$ cat config.mk
export PLATFORM = sky130hd
export DESIGN_NAME = vram_arbiter
export DESIGN_NICKNAME = d
export VERILOG_FILES = /design/src/rtl/vram_arb_pkg.sv /design/src/rtl/vram_arb_starve.sv /design/src/rtl/vram_arbiter.sv
export SDC_FILE = /design/constraint.sdc
export NUM_CORES = 1
export LEC_CHECK = 0
export ABC_CLOCK_PERIOD_IN_PS = 1900
export CAP_MARGIN = 20
export CORE_MARGIN = 4
export CORE_UTILIZATION = 26
export DETAILED_ROUTE_END_ITERATION = 16
export DONT_BUFFER_PORTS = 1
export PLACE_DENSITY = 0.48
export SYNTH_ARGS = -nofsm -noshare
export SYNTH_HDL_FRONTEND = slang
export SYNTH_HIERARCHICAL = 1
export SYNTH_SLANG_ARGS = --single-unit
$ cat constraint.sdc
create_clock -name ext_clk -period 1.9 [get_ports ext_clk]
set_input_delay 0.38 -clock ext_clk [delete_from_list [all_inputs] [get_ports ext_clk]]
set_output_delay 0.38 -clock ext_clk [all_outputs]
set_load 0.005 [all_outputs]
$ cat src/rtl/vram_arb_pkg.sv
// ============================================================================
// Module   : vram_arb_pkg
// Brief    : Shared types and constants for the video RAM arbiter.
// Revision : 1.0 - initial release
// ============================================================================
`default_nettype none

package vram_arb_pkg;

    localparam int unsigned DEF_ADDR_W = 16;
    localparam int unsigned DEF_DATA_W = 16;
    localparam int unsigned STARVE_W   = 8;

    typedef enum logic [1:0] {
        OWN_NONE = 2'd0,
        OWN_VGA  = 2'd1,
        OWN_CPU  = 2'd2
    } owner_t;

endpackage : vram_arb_pkg

`default_nettype wire

$ cat src/rtl/vram_arb_starve.sv
// ============================================================================
// Module   : vram_arb_starve
// Brief    : CPU wait counter with saturation and force-grant compare.
// Revision : 1.0 - initial release
// ============================================================================
`default_nettype none

module vram_arb_starve
    import vram_arb_pkg::*;
#(
    parameter int unsigned STARVE_MAX = 8
) (
    input  logic clk,
    input  logic rst,
    input  logic i_enable,
    input  logic i_cpu_req,
    input  logic i_cpu_gnt,
    output logic o_force
);

    localparam logic [STARVE_W-1:0] c_starve_max = STARVE_W'(STARVE_MAX);

    logic [STARVE_W-1:0] r_cpu_wait;

    // With arbitration disabled the count is frozen so a pause does not
    // erase the CPU's accumulated waiting time.
    always_ff @(posedge clk) begin
        if (rst) begin
            r_cpu_wait <= '0;
        end else if (i_enable) begin
            if (i_cpu_gnt || !i_cpu_req) begin
                r_cpu_wait <= '0;
            end else if (r_cpu_wait != c_starve_max) begin
                r_cpu_wait <= r_cpu_wait + 1'b1;
            end
        end
    end

    assign o_force = (r_cpu_wait == c_starve_max);

endmodule : vram_arb_starve

`default_nettype wire

$ cat src/rtl/vram_arbiter.sv
// ============================================================================
// Module   : vram_arbiter
// Brief    : Single-port VRAM arbiter, VGA priority, CPU starvation guard
//            enabled by defining VRAM_ARB_STARVE_EN.
// Revision : 1.0 - initial release
// ============================================================================
`default_nettype none

module vram_arbiter
    import vram_arb_pkg::*;
#(
    parameter int unsigned ADDR_W     = DEF_ADDR_W,
    parameter int unsigned DATA_W     = DEF_DATA_W,
    parameter int unsigned STARVE_MAX = 8
) (
    input  logic              ext_clk,
    input  logic              reset,
    input  logic              enable,
    input  logic              vga_req,
    input  logic [ADDR_W-1:0] vga_addr,
    output logic              vga_gnt,
    output logic              vga_rvalid,
    output logic [DATA_W-1:0] vga_rdata,
    input  logic              cpu_req,
    input  logic              cpu_we,
    input  logic [ADDR_W-1:0] cpu_addr,
    input  logic [DATA_W-1:0] cpu_wdata,
    output logic              cpu_gnt,
    output logic              cpu_rvalid,
    output logic [DATA_W-1:0] cpu_rdata,
    output logic              mem_en,
    output logic              mem_we,
    output logic [ADDR_W-1:0] mem_addr,
    output logic [DATA_W-1:0] mem_wdata,
    input  logic [DATA_W-1:0] mem_rdata
);

    logic              w_force;
    logic              w_vga_gnt;
    logic              w_cpu_gnt;

    logic              r_mem_en;
    logic              r_mem_we;
    logic [ADDR_W-1:0] r_mem_addr;
    logic [DATA_W-1:0] r_mem_wdata;
    owner_t            r_own_s1;
    logic              r_vga_rvalid;
    logic              r_cpu_rvalid;
    logic [DATA_W-1:0] r_vga_rdata;
    logic [DATA_W-1:0] r_cpu_rdata;

`ifdef VRAM_ARB_STARVE_EN
    vram_arb_starve #(
        .STARVE_MAX (STARVE_MAX)
    ) u_starve (
        .clk       (ext_clk),
        .rst       (reset),
        .i_enable  (enable),
        .i_cpu_req (cpu_req),
        .i_cpu_gnt (w_cpu_gnt),
        .o_force   (w_force)
    );
`else
    // Strict VGA priority; STARVE_MAX has no effect in this build.
    assign w_force = 1'b0 & (STARVE_MAX == 0);
`endif

    always_comb begin
        w_vga_gnt = 1'b0;
        w_cpu_gnt = 1'b0;
        if (!reset && enable) begin
            if (cpu_req && (w_force || !vga_req)) begin
                w_cpu_gnt = 1'b1;
            end else if (vga_req) begin
                w_vga_gnt = 1'b1;
            end
        end
    end

    // Command register, owner pipeline and read-data holding registers.
    // The pipeline runs regardless of enable so in-flight reads complete.
    always_ff @(posedge ext_clk) begin
        if (reset) begin
            r_mem_en     <= 1'b0;
            r_mem_we     <= 1'b0;
            r_mem_addr   <= '0;
            r_mem_wdata  <= '0;
            r_own_s1     <= OWN_NONE;
            r_vga_rvalid <= 1'b0;
            r_cpu_rvalid <= 1'b0;
            r_vga_rdata  <= '0;
            r_cpu_rdata  <= '0;
        end else begin
            r_mem_en <= w_vga_gnt | w_cpu_gnt;
            r_mem_we <= w_cpu_gnt & cpu_we;
            if (w_vga_gnt) begin
                r_mem_addr <= vga_addr;
            end else if (w_cpu_gnt) begin
                r_mem_addr  <= cpu_addr;
                r_mem_wdata <= cpu_wdata;
            end

            if (w_vga_gnt) begin
                r_own_s1 <= OWN_VGA;
            end else if (w_cpu_gnt && !cpu_we) begin
                r_own_s1 <= OWN_CPU;
            end else begin
                r_own_s1 <= OWN_NONE;
            end

            r_vga_rvalid <= (r_own_s1 == OWN_VGA);
            r_cpu_rvalid <= (r_own_s1 == OWN_CPU);
            if (r_vga_rvalid) begin
                r_vga_rdata <= mem_rdata;
            end
            if (r_cpu_rvalid) begin
                r_cpu_rdata <= mem_rdata;
            end
        end
    end

    assign vga_gnt    = w_vga_gnt;
    assign cpu_gnt    = w_cpu_gnt;
    assign mem_en     = r_mem_en;
    assign mem_we     = r_mem_we;
    assign mem_addr   = r_mem_addr;
    assign mem_wdata  = r_mem_wdata;
    assign vga_rvalid = r_vga_rvalid;
    assign cpu_rvalid = r_cpu_rvalid;
    // RAM data arrives in the rvalid cycle itself; otherwise hold the last word.
    assign vga_rdata  = r_vga_rvalid ? mem_rdata : r_vga_rdata;
    assign cpu_rdata  = r_cpu_rvalid ? mem_rdata : r_cpu_rdata;

endmodule : vram_arbiter

`default_nettype wire

---- After elaboration in Yosys (flattened, before gate mapping) ----
Index checks and enable logic that the tools add are counted.
Widths: inputs -> output; s select.
operators by class
  equal/unequal tests ..................... 2
  reductions and logical operators ........ 9
  bitwise gates (word level) .............. 3
  mux-type cells .......................... 11
operator list
  cell                number
  $mux 16             4
  $mux 1              6
  $logic_and 1x1->1   3
  $logic_not 1->1     3
  $eq 2x1->1 const B  1
  $eq 2x2->1 const B  1
  $mux 2              1
  $reduce_and 2->1    1
  $reduce_bool 2->1   1
  $reduce_or 2->1     1
  $and 1x1->1         1
  $not 1->1           1
  $or 1x1->1          1
word-level totals
  word-level logic and storage cells ...... 35
  bits of input ports ..................... 70
  register bits ........................... 70
  output and inout bits ................... 70

---- Depth between registers and ports, before layout ----
  depth in word-level cells ............... 7
  depth in mapped cells ................... 7
  gate-level depth less buffers ........... 4

---- Least setup slack after synthesis ----
No wires, ideal clock.
  path kind ............................... input-to-output
  from .................................... input vga_req
  to ...................................... output cpu_gnt
  stages on the path ...................... 5
  arrival time ............................ 1,099 ps
  path slack .............................. 421 ps
  path buffers ............................ 3
  required time ........................... 1,520 ps
  cell sequence ........................... buf_4 nand4bb_1 buf_2 inv_4 buf_6
on the way
  cells in the longest elaborated chain, start to end .. 4
RTL lines
  what                RTL line            text
  start: declaration  vram_arbiter.sv:19  input logic vga_req,
  $logic_not 1->1     vram_arbiter.sv:72  if (cpu_req && (w_force || !vga_req)) begin
  $logic_and 1x1->1   vram_arbiter.sv:72
  $mux 1              vram_arbiter.sv:72
  $mux 1              vram_arbiter.sv:71  if (!reset && enable) begin
  end: declaration    vram_arbiter.sv:28  output logic cpu_gnt,
No other way between the ends.

---- Worst setup path in the final report ----
  from .................................... register r_cpu_rvalid (netlist: cpu_rvalid)
  to ...................................... output cpu_rdata[3]
on the way
  cells in the longest elaborated chain, start to end .. 1
RTL lines
  what                      RTL line             text
  start: declaration        vram_arbiter.sv:48   logic r_cpu_rvalid;
  start signal: assignment  vram_arbiter.sv:112  r_cpu_rvalid <= (r_own_s1 == OWN_CPU);
  $mux 16                   n/a
  end: declaration          vram_arbiter.sv:30   output logic [DATA_W-1:0] cpu_rdata,
No other way between the ends.

==> impl_results.html <==
<table>
<tr><th>Metric</th><th>Value</th></tr>
<tr><th colspan="2">Clock tree</th></tr>
<tr><td>H-Tree Depth</td><td>3</td></tr>
<tr><td>Clock latency on the worst-skew pair</td><td>0.34 ns</td></tr>
<tr><td>Root buffer cell</td><td>clkbuf_8</td></tr>
<tr><td>CTS sink cnt</td><td>70</td></tr>
<tr><td>Resized Gates After CTS</td><td>0</td></tr>
<tr><td>Clk pin slew, worst setup/hold paths</td><td>~0.08 ns</td></tr>
<tr><td>Maximum clock insertion buffer count</td><td>2</td></tr>
<tr><td>CTS Hold Bufs</td><td>0</td></tr>
<tr><td>Post-CTS setup repair buffer count</td><td>0</td></tr>
<tr><td>Cts bufs inserted</td><td>9</td></tr>
<tr><td>Clock tree from TritonCTS</td><td>done</td></tr>
<tr><th colspan="2">Synth</th></tr>
<tr><td>Total of warnings raised by yosys</td><td>6</td></tr>
<tr><td>Synth Cell Area</td><td>0.00277 mm²</td></tr>
<tr><td>Sequential cell area fraction in the yosys report</td><td>0.505</td></tr>
<tr><td>Number of nets produced by synthesis</td><td>roughly 330</td></tr>
<tr><td>Count of state elements after synthesis</td><td>70</td></tr>
<tr><td>Number of library cell types mapped by synthesis</td><td>19</td></tr>
<tr><td>Gate count of the mapped netlist</td><td>~260</td></tr>
<tr><td>Average footprint of a synthesized cell</td><td>10.5 µm²</td></tr>
<tr><th colspan="2">Critical path</th></tr>
<tr><td>CP peak stage delay</td><td>0.47 ns</td></tr>
<tr><td>Worst Path Required</td><td>1.52 ns</td></tr>
<tr><td>Cell Chain, Critical Path</td><td>buf_12, mux2_2</td></tr>
<tr><td>Sort of element at the start of the critical path</td><td>flip-flop</td></tr>
<tr><td>Crit path arrival time</td><td>1.37 ns</td></tr>
<tr><td>Crit path kind</td><td>reg2out</td></tr>
<tr><td>Family with the most delay on the worst path</td><td>flip-flops</td></tr>
<tr><td>Slowest-stage cell, CP</td><td>dfxtp_1</td></tr>
<tr><td>Endpoint class of the critical path</td><td>output pin</td></tr>
<tr><td>Highest net fanout along the worst path</td><td>13</td></tr>
<tr><td>Crit path buf inv count</td><td>1</td></tr>
<tr><th colspan="2">Global routing</th></tr>
<tr><td>GRT Overall Usage</td><td>0.108</td></tr>
<tr><td>Initial antenna violation count</td><td>0</td></tr>
<tr><td>Maximum number of pins on one net before global-route repair</td><td>69</td></tr>
<tr><td>Global-route congestion overflow total</td><td>0</td></tr>
<tr><td>First-pass GRT wire length</td><td>around 11 mm</td></tr>
<tr><td>Number of global-route vias before repair</td><td>1992</td></tr>
<tr><th colspan="2">Floorplanning</th></tr>
<tr><td>Vert. Die Dim</td><td>111 µm</td></tr>
<tr><td>Initial core utilization</td><td>0.267</td></tr>
<tr><td>Die area</td><td>0.0124 mm²</td></tr>
<tr><td>Chip Width</td><td>111 µm</td></tr>
<tr><td>Area of the core</td><td>0.0104 mm²</td></tr>
<tr><td>I/O pin count</td><td>140</td></tr>
<tr><td>Std cell rows</td><td>37</td></tr>
<tr><th colspan="2">Layout</th></tr>
<tr><td>Antenna Cells</td><td>0</td></tr>
<tr><td>Total of fill cells in the finished design</td><td>1103</td></tr>
<tr><td>Layout cells sized above 1</td><td>0.240</td></tr>
<tr><td>Fin nets</td><td>~330</td></tr>
<tr><td>Area of all placed cells without fillers</td><td>0.00307 mm²</td></tr>
<tr><td>Area growth, synth to finish</td><td>10.8%</td></tr>
<tr><th colspan="2">STA</th></tr>
<tr><td>Max-slew headroom at the worst pin</td><td>0.755</td></tr>
<tr><td>Period minus WS final</td><td>1.75 ns</td></tr>
<tr><td>Post-route worst hold slack</td><td>approximately 0.10 ns</td></tr>
<tr><td>Setup Viol. Count Final</td><td>0</td></tr>
<tr><td>Setup slack after layout</td><td>0.154 ns</td></tr>
<tr><td>RSZ-0062 raised after global routing</td><td>false</td></tr>
<tr><td>Accumulated negative setup slack</td><td>0 ns</td></tr>
<tr><td>Worst setup skew after layout</td><td>0.00926 ns</td></tr>
<tr><td>Max Clock Freq</td><td>0.573 GHz</td></tr>
<tr><td>Slew of the pin with the lowest slew margin</td><td>0.367 ns</td></tr>
<tr><td>Portion of the clock cycle consumed by the worst path in the final layout</td><td>0.919</td></tr>
<tr><td>Final-report hold violation count</td><td>0</td></tr>
<tr><td>Number of slew-limit violations in the final report</td><td>0</td></tr>
<tr><th colspan="2">Drt</th></tr>
<tr><td>Wire length after detailed routing</td><td>approximately 6.5 mm</td></tr>
<tr><td>DRC violation total after the first TritonRoute iteration</td><td>109</td></tr>
<tr><td>Number of vias in the routed layout</td><td>1829</td></tr>
<tr><td>Via density</td><td>4.58</td></tr>
<tr><td>Number of iterations in the first detailed-routing pass</td><td>4</td></tr>
<tr><td>Antenna violation net count after detailed routing</td><td>0</td></tr>
<tr><td>Average detailed-routed wire length per instance</td><td>between 15 and 20 µm</td></tr>
<tr><td>Post-route DRC violation count</td><td>0</td></tr>
<tr><th colspan="2">Placement</th></tr>
<tr><td>Worst setup slack after placement</td><td>0.507 ns</td></tr>
<tr><td>Port Buffers</td><td>0</td></tr>
<tr><td>GP Congestion</td><td>approximately 0.70</td></tr>
<tr><td>Placed wire-length estimate</td><td>4.39 mm</td></tr>
<tr><td>Post-detailed-placement cell area</td><td>~0.0029 mm²</td></tr>
<tr><th colspan="2">Worst hold path</th></tr>
<tr><td>Min-delay worst type</td><td>in2reg</td></tr>
<tr><th colspan="2">Run status</th></tr>
<tr><td>Status</td><td>finished clean</td></tr>
<tr><th colspan="2">Power</th></tr>
<tr><td>Leakage component of the power</td><td>1.14 nW</td></tr>
<tr><td>Peak supply drop</td><td>0.259 mV</td></tr>
<tr><td>Total power divided by cell area</td><td>roughly 950 mW/mm²</td></tr>
<tr><th colspan="2">Run</th></tr>
<tr><td>Count of maximum capacitance violations</td><td>0</td></tr>
</table>
==> layer usage <==
layer	up-vias	global-route usage	wire length (µm)
met3	14	0.0469	757
li1	885	-	-
met2	94	0.166	2900
met1	836	0.126	2680
met4	0	0.0608	183
met5	-	0	0
==> flip-flops by register name (all words and copies together), names as in the netlist <==
name,cells
cpu_rvalid,1
r_cpu_rdata,16
r_own_s1,2
r_vga_rdata,16
mem_addr,16
mem_en,1
vga_rvalid,1
mem_wdata,16
mem_we,1
==> synth_stat cells <==
master	count	area, µm²
clkbuf_1	9	33.8
buf_2	7	35.0
nand2_1	32	120
mux2i_1	16	160
a21oi_1	32	160
dfxtp_1	70	1400
buf_4	2	15.0
mux2_2	32	360
or2_1	1	6.26
nor3b_1	2	15.0
and2_1	3	18.8
inv_4	1	6.26
and2_4	1	8.76
a211oi_1	7	52.6
nor2_1	1	3.75
buf_6	4	45.0
a211oi_2	9	113
nor2b_1	33	206
nand4bb_1	1	11.3
==> metrics by stage <==
stage,power (mW),cells,util
after global placement,1.72,383,0.277
after global routing,3.08,399,0.296
after detailed placement,1.72,383,0.277
final,2.92,399,0.296
after CTS,3.00,399,0.296
after floorplan,1.72,263,-
==> final cells by class <==
| cell class | instances | area [µm²] | area share |
|---|---|---|---|
| multi-input cells | 170 | 1240 | 0.402 |
| inverters | 1 | 6.26 | 0.00204 |
| flip-flops and latches | 70 | 1400 | 0.456 |
| repair buffers | 6 | 57.6 | 0.0187 |
| clock inverters | 3 | 42.5 | 0.0138 |
| well taps | 136 | 170 | 0.0554 |
| clock buffers | 13 | 159 | 0.0517 |
==> logic make-up (layout without fill, tap and decap cells) <==
family	count (synthesis)	count (layout)	synth area share
flip-flops	70	70	0.505
buffers and inverters	23	23	0.0487
multiplexers	48	48	0.188
AND/OR/NAND/NOR	74	74	0.141
AO/OA/AOI/OAI	48	48	0.117
==> layout by cell type, fill, tap and decap left out, types with 2 or more instances in the layout <==
master | netlist | final
a211oi_1 | 7 | 7
a211oi_2 | 9 | 9
a21oi_1 | 32 | 32
and2_1 | 3 | 3
buf_4 | 2 | 5
clkbuf_1 | 9 | 2
clkbuf_8 | 0 | 11
dfxtp_1 | 70 | 70
mux2_2 | 32 | 32
mux2i_1 | 16 | 16
nand2_1 | 32 | 32
nor2b_1 | 33 | 33
nor3b_1 | 2 | 2
==> power by group <==
group | internal [mW] | leakage (nW) | switching [mW] | total, mW
Combinational | 0.0753 | 0.477 | 0.0750 | 0.150
Sequential | 1.51 | 0.568 | 0.0279 | 1.54
Clock | 0.678 | 0.0996 | 0.554 | 1.23
==> final timing paths <==
path	startpoint	cells past startpoint	endpoint	slack [ns]
hold / removal	cpu_we	1	r_own_s1[1]	0.10
setup / recovery	cpu_rvalid	2	cpu_rdata[3]	0.15
setup reg to reg	cpu_rvalid	3	r_cpu_rdata[10]	0.63
hold reg to reg	r_own_s1[1]	1	vga_rvalid	0.42
(Power assumes the default switching activity.)
